==> config.mk <==
export PLATFORM = sky130hd
export DESIGN_NAME = core_dispatch_queue
export DESIGN_NICKNAME = d
export VERILOG_FILES = /design/src/rtl/core_dispatch_queue.sv
export SDC_FILE = /design/constraint.sdc
export NUM_CORES = 1
export LEC_CHECK = 0
export CAP_MARGIN = 30
export CORE_MARGIN = 2
export CORE_UTILIZATION = 45
export DETAILED_ROUTE_END_ITERATION = 8
export PLACE_DENSITY = 0.63
export SETUP_SLACK_MARGIN = 0.02
export SLEW_MARGIN = 20
export SYNTH_ARGS = -nofsm -noshare
export SYNTH_HDL_FRONTEND = slang
export SYNTH_SLANG_ARGS = --single-unit
==> constraint.sdc <==
create_clock -name clk -period 17.7 [get_ports clk]
set_clock_uncertainty 0.2 [all_clocks]
set_input_delay 2.655 -clock clk [delete_from_list [all_inputs] [get_ports clk]]
set_output_delay 2.655 -clock clk [all_outputs]
set_load 0.005 [all_outputs]
==> src/rtl/core_dispatch_queue.sv <==
// core_dispatch_queue: in-order, two-wide instruction queue sitting between
// decode and the dispatch hazard checker. Decode pushes up to two decoded
// instructions per cycle; the two oldest entries are always presented as
// cur_a/cur_b and retired by dispatch_a/dispatch_b. A flush empties the queue.
//
// Optional build macro: DISPATCH_QUEUE_PERF_EN adds three saturating
// 32-bit performance counters (perf_dual, perf_single, perf_stall).

package core_dispatch_queue_pkg;

  // Control bits produced by decode. Only 'execute' is interpreted here.
  typedef struct packed {
    logic execute;
    logic is_branch;
    logic is_mem;
    logic writes_rd;
  } insn_ctrl_t;

  // Decoded instruction as carried through the queue.
  typedef struct packed {
    logic [31:0] pc;
    logic [31:0] raw;
    logic [4:0]  rd;
    logic [4:0]  rs1;
    logic [4:0]  rs2;
    insn_ctrl_t  ctrl;
  } insn_decode;

endpackage

module core_dispatch_queue
  import core_dispatch_queue_pkg::*;
#(
  parameter int DEPTH = 8
) (
  input  logic                     clk,
  input  logic                     rst_n,
  input  insn_decode               in_a,
  input  insn_decode               in_b,
  input  logic                     in_valid_a,
  input  logic                     in_valid_b,
  output logic                     in_ready,
  input  logic                     flush,
  input  logic                     dispatch_a,
  input  logic                     dispatch_b,
  output insn_decode               cur_a,
  output insn_decode               cur_b,
  output logic [$clog2(DEPTH):0]   count
`ifdef DISPATCH_QUEUE_PERF_EN
  ,
  output logic [31:0]              perf_dual,
  output logic [31:0]              perf_single,
  output logic [31:0]              perf_stall
`endif
);

  localparam int PW = $clog2(DEPTH);
  localparam int CW = PW + 1;

  // ---------------------------------------------------------------------------
  // State
  // ---------------------------------------------------------------------------
  logic [PW-1:0] rd_ptr_q, rd_ptr_d;
  logic [PW-1:0] wr_ptr_q, wr_ptr_d;
  logic [CW-1:0] count_q, count_d;
  insn_decode    mem_q [DEPTH];

  // ---------------------------------------------------------------------------
  // Datapath control
  // ---------------------------------------------------------------------------
  logic          accept;
  logic          wr_a;
  logic          wr_b;
  logic [1:0]    enq_n;
  logic [1:0]    deq_n;
  logic [PW-1:0] wr_idx_b;
  logic [PW-1:0] rd_ptr_p1;

  // Room for a full pair is judged on registered occupancy only, so a
  // same-cycle dispatch never reaches in_ready combinationally.
  assign in_ready  = (count_q <= CW'(DEPTH - 2));
  assign count     = count_q;
  assign rd_ptr_p1 = rd_ptr_q + PW'(1);

  // Enqueue qualification and compaction: non-executing lanes are dropped so
  // the head the hazard checker sees is always something it can issue.
  always_comb begin
    accept   = in_ready && in_valid_a && !flush;
    wr_a     = accept && in_a.ctrl.execute;
    wr_b     = accept && in_valid_b && in_b.ctrl.execute;
    enq_n    = {1'b0, wr_a} + {1'b0, wr_b};
    // Lane b slides down into wr_ptr when lane a was squashed.
    wr_idx_b = wr_a ? (wr_ptr_q + PW'(1)) : wr_ptr_q;
  end

  // Dequeue count: dispatch_b only counts alongside dispatch_a, and pops
  // beyond the current occupancy are dropped rather than corrupting state.
  always_comb begin
    deq_n = 2'd0;
    if (dispatch_a && (count_q != '0)) begin
      deq_n = 2'd1;
      if (dispatch_b && (count_q >= CW'(2))) begin
        deq_n = 2'd2;
      end
    end
  end

  // Next-state for pointers and occupancy; flush wins over everything.
  always_comb begin
    rd_ptr_d = rd_ptr_q;
    wr_ptr_d = wr_ptr_q;
    count_d  = count_q;
    if (flush) begin
      rd_ptr_d = wr_ptr_q;
      count_d  = '0;
    end else begin
      rd_ptr_d = rd_ptr_q + PW'(deq_n);
      wr_ptr_d = wr_ptr_q + PW'(enq_n);
      count_d  = count_q + CW'(enq_n) - CW'(deq_n);
    end
  end

  // Pointer and occupancy registers.
  always_ff @(posedge clk or negedge rst_n) begin
    if (!rst_n) begin
      rd_ptr_q <= '0;
      wr_ptr_q <= '0;
      count_q  <= '0;
    end else begin
      rd_ptr_q <= rd_ptr_d;
      wr_ptr_q <= wr_ptr_d;
      count_q  <= count_d;
    end
  end

  // Entry storage; contents need no reset because count gates visibility.
  // The two write indices can never coincide in the same cycle.
  always_ff @(posedge clk) begin
    if (wr_a) begin
      mem_q[wr_ptr_q] <= in_a;
    end
    if (wr_b) begin
      mem_q[wr_idx_b] <= in_b;
    end
  end

  // Head/head+1 presentation; only the execute bit is masked for empty slots.
  always_comb begin
    cur_a              = mem_q[rd_ptr_q];
    cur_b              = mem_q[rd_ptr_p1];
    cur_a.ctrl.execute = mem_q[rd_ptr_q].ctrl.execute  && (count_q != '0);
    cur_b.ctrl.execute = mem_q[rd_ptr_p1].ctrl.execute && (count_q >= CW'(2));
  end

`ifdef DISPATCH_QUEUE_PERF_EN
  // ---------------------------------------------------------------------------
  // Performance counters (saturating)
  // ---------------------------------------------------------------------------
  logic [31:0] perf_dual_q, perf_single_q, perf_stall_q;
  logic        eff_dual, eff_single, eff_stall;

  // Dispatch during a flush does not retire anything, so it is not counted.
  always_comb begin
    eff_dual   = !flush && (deq_n == 2'd2);
    eff_single = !flush && (deq_n == 2'd1);
    eff_stall  = (count_q != '0) && !dispatch_a && !flush;
  end

  // Counter registers, each holding at all-ones once saturated.
  always_ff @(posedge clk or negedge rst_n) begin
    if (!rst_n) begin
      perf_dual_q   <= '0;
      perf_single_q <= '0;
      perf_stall_q  <= '0;
    end else begin
      if (eff_dual && (perf_dual_q != '1)) begin
        perf_dual_q <= perf_dual_q + 32'd1;
      end
      if (eff_single && (perf_single_q != '1)) begin
        perf_single_q <= perf_single_q + 32'd1;
      end
      if (eff_stall && (perf_stall_q != '1)) begin
        perf_stall_q <= perf_stall_q + 32'd1;
      end
    end
  end

  assign perf_dual   = perf_dual_q;
  assign perf_single = perf_single_q;
  assign perf_stall  = perf_stall_q;
`endif

`ifndef SYNTHESIS
  // Protocol checks: popping more than is present, or overfilling.
  always_ff @(posedge clk) begin
    if (rst_n && !flush) begin
      assert (!(dispatch_a && (count_q == '0)))
        else $error("core_dispatch_queue: dispatch_a with empty queue");
      assert (!(dispatch_b && (count_q < CW'(2))))
        else $error("core_dispatch_queue: dispatch_b with fewer than two entries");
      assert (count_d <= CW'(DEPTH))
        else $error("core_dispatch_queue: occupancy overflow");
    end
  end
`endif

endmodule

==> results_dict.tcl <==
set metrics [dict create \
    fill_cells 6776 \
    routabilityCongestion 0.776 \
    p_leak_nw 15.1 \
    ys_seq_area_share_pct 52.4 \
    crit_path_start_kind "flop" \
    fmax_ghz 0.135 \
    drive_gt1_share_pct 51.1 \
    finalSetupTns_ns 0 \
    criticalPathCategory "flop to output port" \
    clk_pin_slew_worst_paths_ns 0.05 \
    status "finished, final reports clean" \
    powerDensity_nw_per_um2 146 \
    slowest_delay_ns 0.91 \
    drtIter0Drc 1491 \
    postSynthAreaPerCell_um2 18.1 \
    cts_root_buffer "clkbuf_16" \
    synth_top_area_share_pct 51.8 \
    drt_pre_antenna_iters 5 \
    yosys_warnings 0 \
    wl_mm 112 \
    whs_ns 0.586 \
    slew_viol_final 0 \
    synthCells 2123 \
    hold_viol_final 0 \
    synth_edf_count 664 \
    hp-class "flop to flop" \
    grt_overflow 0 \
    synth_area_leaders "edfxtp_1, mux2_2, mux4_2, mux2_1, clkbuf_1" \
    gr-usage-all-layers_pct 25.4 \
    dr_total_vias 22500 \
    cts_hold_buf 0 \
    critPathRequiredTime_ns 14.85 \
    timing.final.crit_share_pct 41.8 \
    grt_start_max_net_pins 85 \
    wire_per_inst_um 30.7 \
    slowest_stage "buf_4" \
    fin_area_um2 46200 \
    vdd_drop_max_v 0.0000992 \
    chipHeight_um 297 \
    postRouteAntennaNets 0 \
    critical_path.max_fanout 57 \
    antenna_found_initial 15 \
    cts_setup_buffers 0 \
    synth-async-reset-ratio_pct 1.48 \
    placed_area_um2 43600 \
    cts_buffer_depth 3 \
    min_period_ns 7.39 \
    htreeDepth 3 \
    setup_viol 0 \
    cp-end-kind "output port" \
    core_um2 85000 \
    ys_types 37 \
    die-area_um2 87900 \
    io_pins 344 \
    finalNetCount 2628 \
    final_core_utilization_pct 54.3 \
    drc_errors 0 \
    start_util_pct 45.3 \
    cts_tree "yes" \
    cp_cell_sequence "buf_16 > ha_4 > buf_4 > mux4_2 > mux2_2 > clkdlybuf4s50_1" \
    synth-seq-cells 674 \
    rows 107 \
    crit_arrival_ns 4.54 \
    synthFlopType "edfxtp_1" \
    cts_inserted_buffers 79 \
    yosysTopAreaCell "edfxtp_1" \
    cts_sinks 674 \
    worst_pin_slew_ns 1.02 \
    synth_area_um2 38500 \
    syn_nets 2312 \
    first_global_vias 24400 \
    area_growth_pct 19.9 \
    cap_violations 0 \
    post_cts_resized 0 \
    place_hpwl_mm 64.3 \
    viasPerCell 6.18 \
    dieWidth_um 297 \
    rsz0062_at_grt "false" \
    grt_pass1_wl_mm 162 \
    slew_headroom_pct 32.0 \
    port_buffers 343 \
    clk_latency_ns 0.61 \
]
stage by stage:
| stage | std cells | power (mW) | setup slack, ns |
|---|---|---|---|
| 2_1_floorplan | 2123 | 3.81 | 8.72 |
| 3_3_place_gp | 3483 | 5.14 | 9.97 |
| 3_5_place_dp | 3496 | 5.20 | 9.90 |
| 4_1_cts | 3635 | 6.81 | 9.81 |
| 5_1_grt | 3642 | 7.05 | 10.14 |
| 6_report | 3642 | 6.74 | 10.31 |
cell type report:
| class | instances | area [um^2] | area share (%) |
|---|---|---|---|
| diodes | 1 | 2.50 | 0.00542 |
| clock buffers | 102 | 2120 | 4.58 |
| clock inverters | 37 | 382 | 0.826 |
| inverters | 16 | 60.1 | 0.130 |
| multi-input cells | 1266 | 17800 | 38.5 |
| flip-flops and latches | 674 | 20200 | 43.7 |
| well taps | 1144 | 1430 | 3.10 |
| repair buffers | 402 | 4220 | 9.15 |
Yosys cell counts (3+ instances only):
cell and number:
a21o_1 7, a21oi_1 16, a22oi_1 3, a31oi_1 4, buf_1 34, buf_2 44, clkbuf_1 89, dfrtp_1 10
edfxtp_1 664, fa_1 4, ha_1 12, inv_1 16, mux2_1 70, mux2_2 751, mux2i_1 3, mux4_2 332
nand2_1 12, nand3_1 3, nor2_1 10, nor2b_1 4, nor3_1 3, o21ai_0 4, o32ai_1 3, xnor2_1 5
xor2_1 3
power by group:
part	leakage (nW)	internal [mW]	switching, mW
sequential	6.18	1.90	0.0861
combinational	7.74	1.78	1.38
clock	1.22	0.944	0.649
worst paths after layout:
kind,from,slack (ns),depth (start not counted),to
setup / recovery,rd_ptr_q[1]$_DFF_PN0_,10.31,6,cur_b[64]
hold / removal,count[0]$_DFF_PN0_,0.59,2,count[0]$_DFF_PN0_
setup reg to reg,count[3]$_DFF_PN0_,13.13,9,mem_q[3][15]$_DFFE_PP_
hold reg to reg,count[0]$_DFF_PN0_,0.59,2,count[0]$_DFF_PN0_
max in group asynchronous,rst_n,14.72,1,rd_ptr_q[1]$_DFF_PN0_
min in group asynchronous,rst_n,2.19,1,wr_ptr_q[1]$_DFFE_PN0N_
state kept, by name (all words and copies together), names as in the netlist:
register  count
mem_q       664
wr_ptr_q      3
count         4
rd_ptr_q      3
per-layer routing:
layer  track usage [%]  vias to the layer above  part of all wire [%]
met2              45.1                      709                    52
li1                  -                     9559                     -
met4              6.55                       28                   2.2
met3              5.83                      187                   7.0
met1              31.2                    12000                    39
met5                 0                        -                  0.16
cells by family (layout without fill, tap and decap cells):
group | Yosys count | in the layout | synth area share, %
and+or+nand+nor | 42 | 42 | 0.643
other | 0 | 1 | 0
DFF | 674 | 674 | 52.4
AOI/OAI and AO/OA | 44 | 44 | 0.734
buffers and inverters | 183 | 557 | 1.93
xor gates and xnor gates | 8 | 8 | 0.182
adders and majority gates | 16 | 16 | 0.598
muxes | 1156 | 1156 | 43.5
placed cells by master (no fill, tap or decap), drive strengths merged, types with 12 or more instances in the layout:
master	n
clkinv	26
mux2	821
a21oi	16
ha	12
nand2	12
edfxtp	664
inv	17
mux4	332
clkdlybuf4s50	343
clkbuf	103
buf	58
critical path, delay by kind of cell (launching register included):
family	cells	cell delay [ns]
buffers and inverters	3	1.70
adders and majority gates	1	0.82
muxes	2	0.69
DFF	1	0.64
Note: power is estimated with default switching activity, not from simulation.
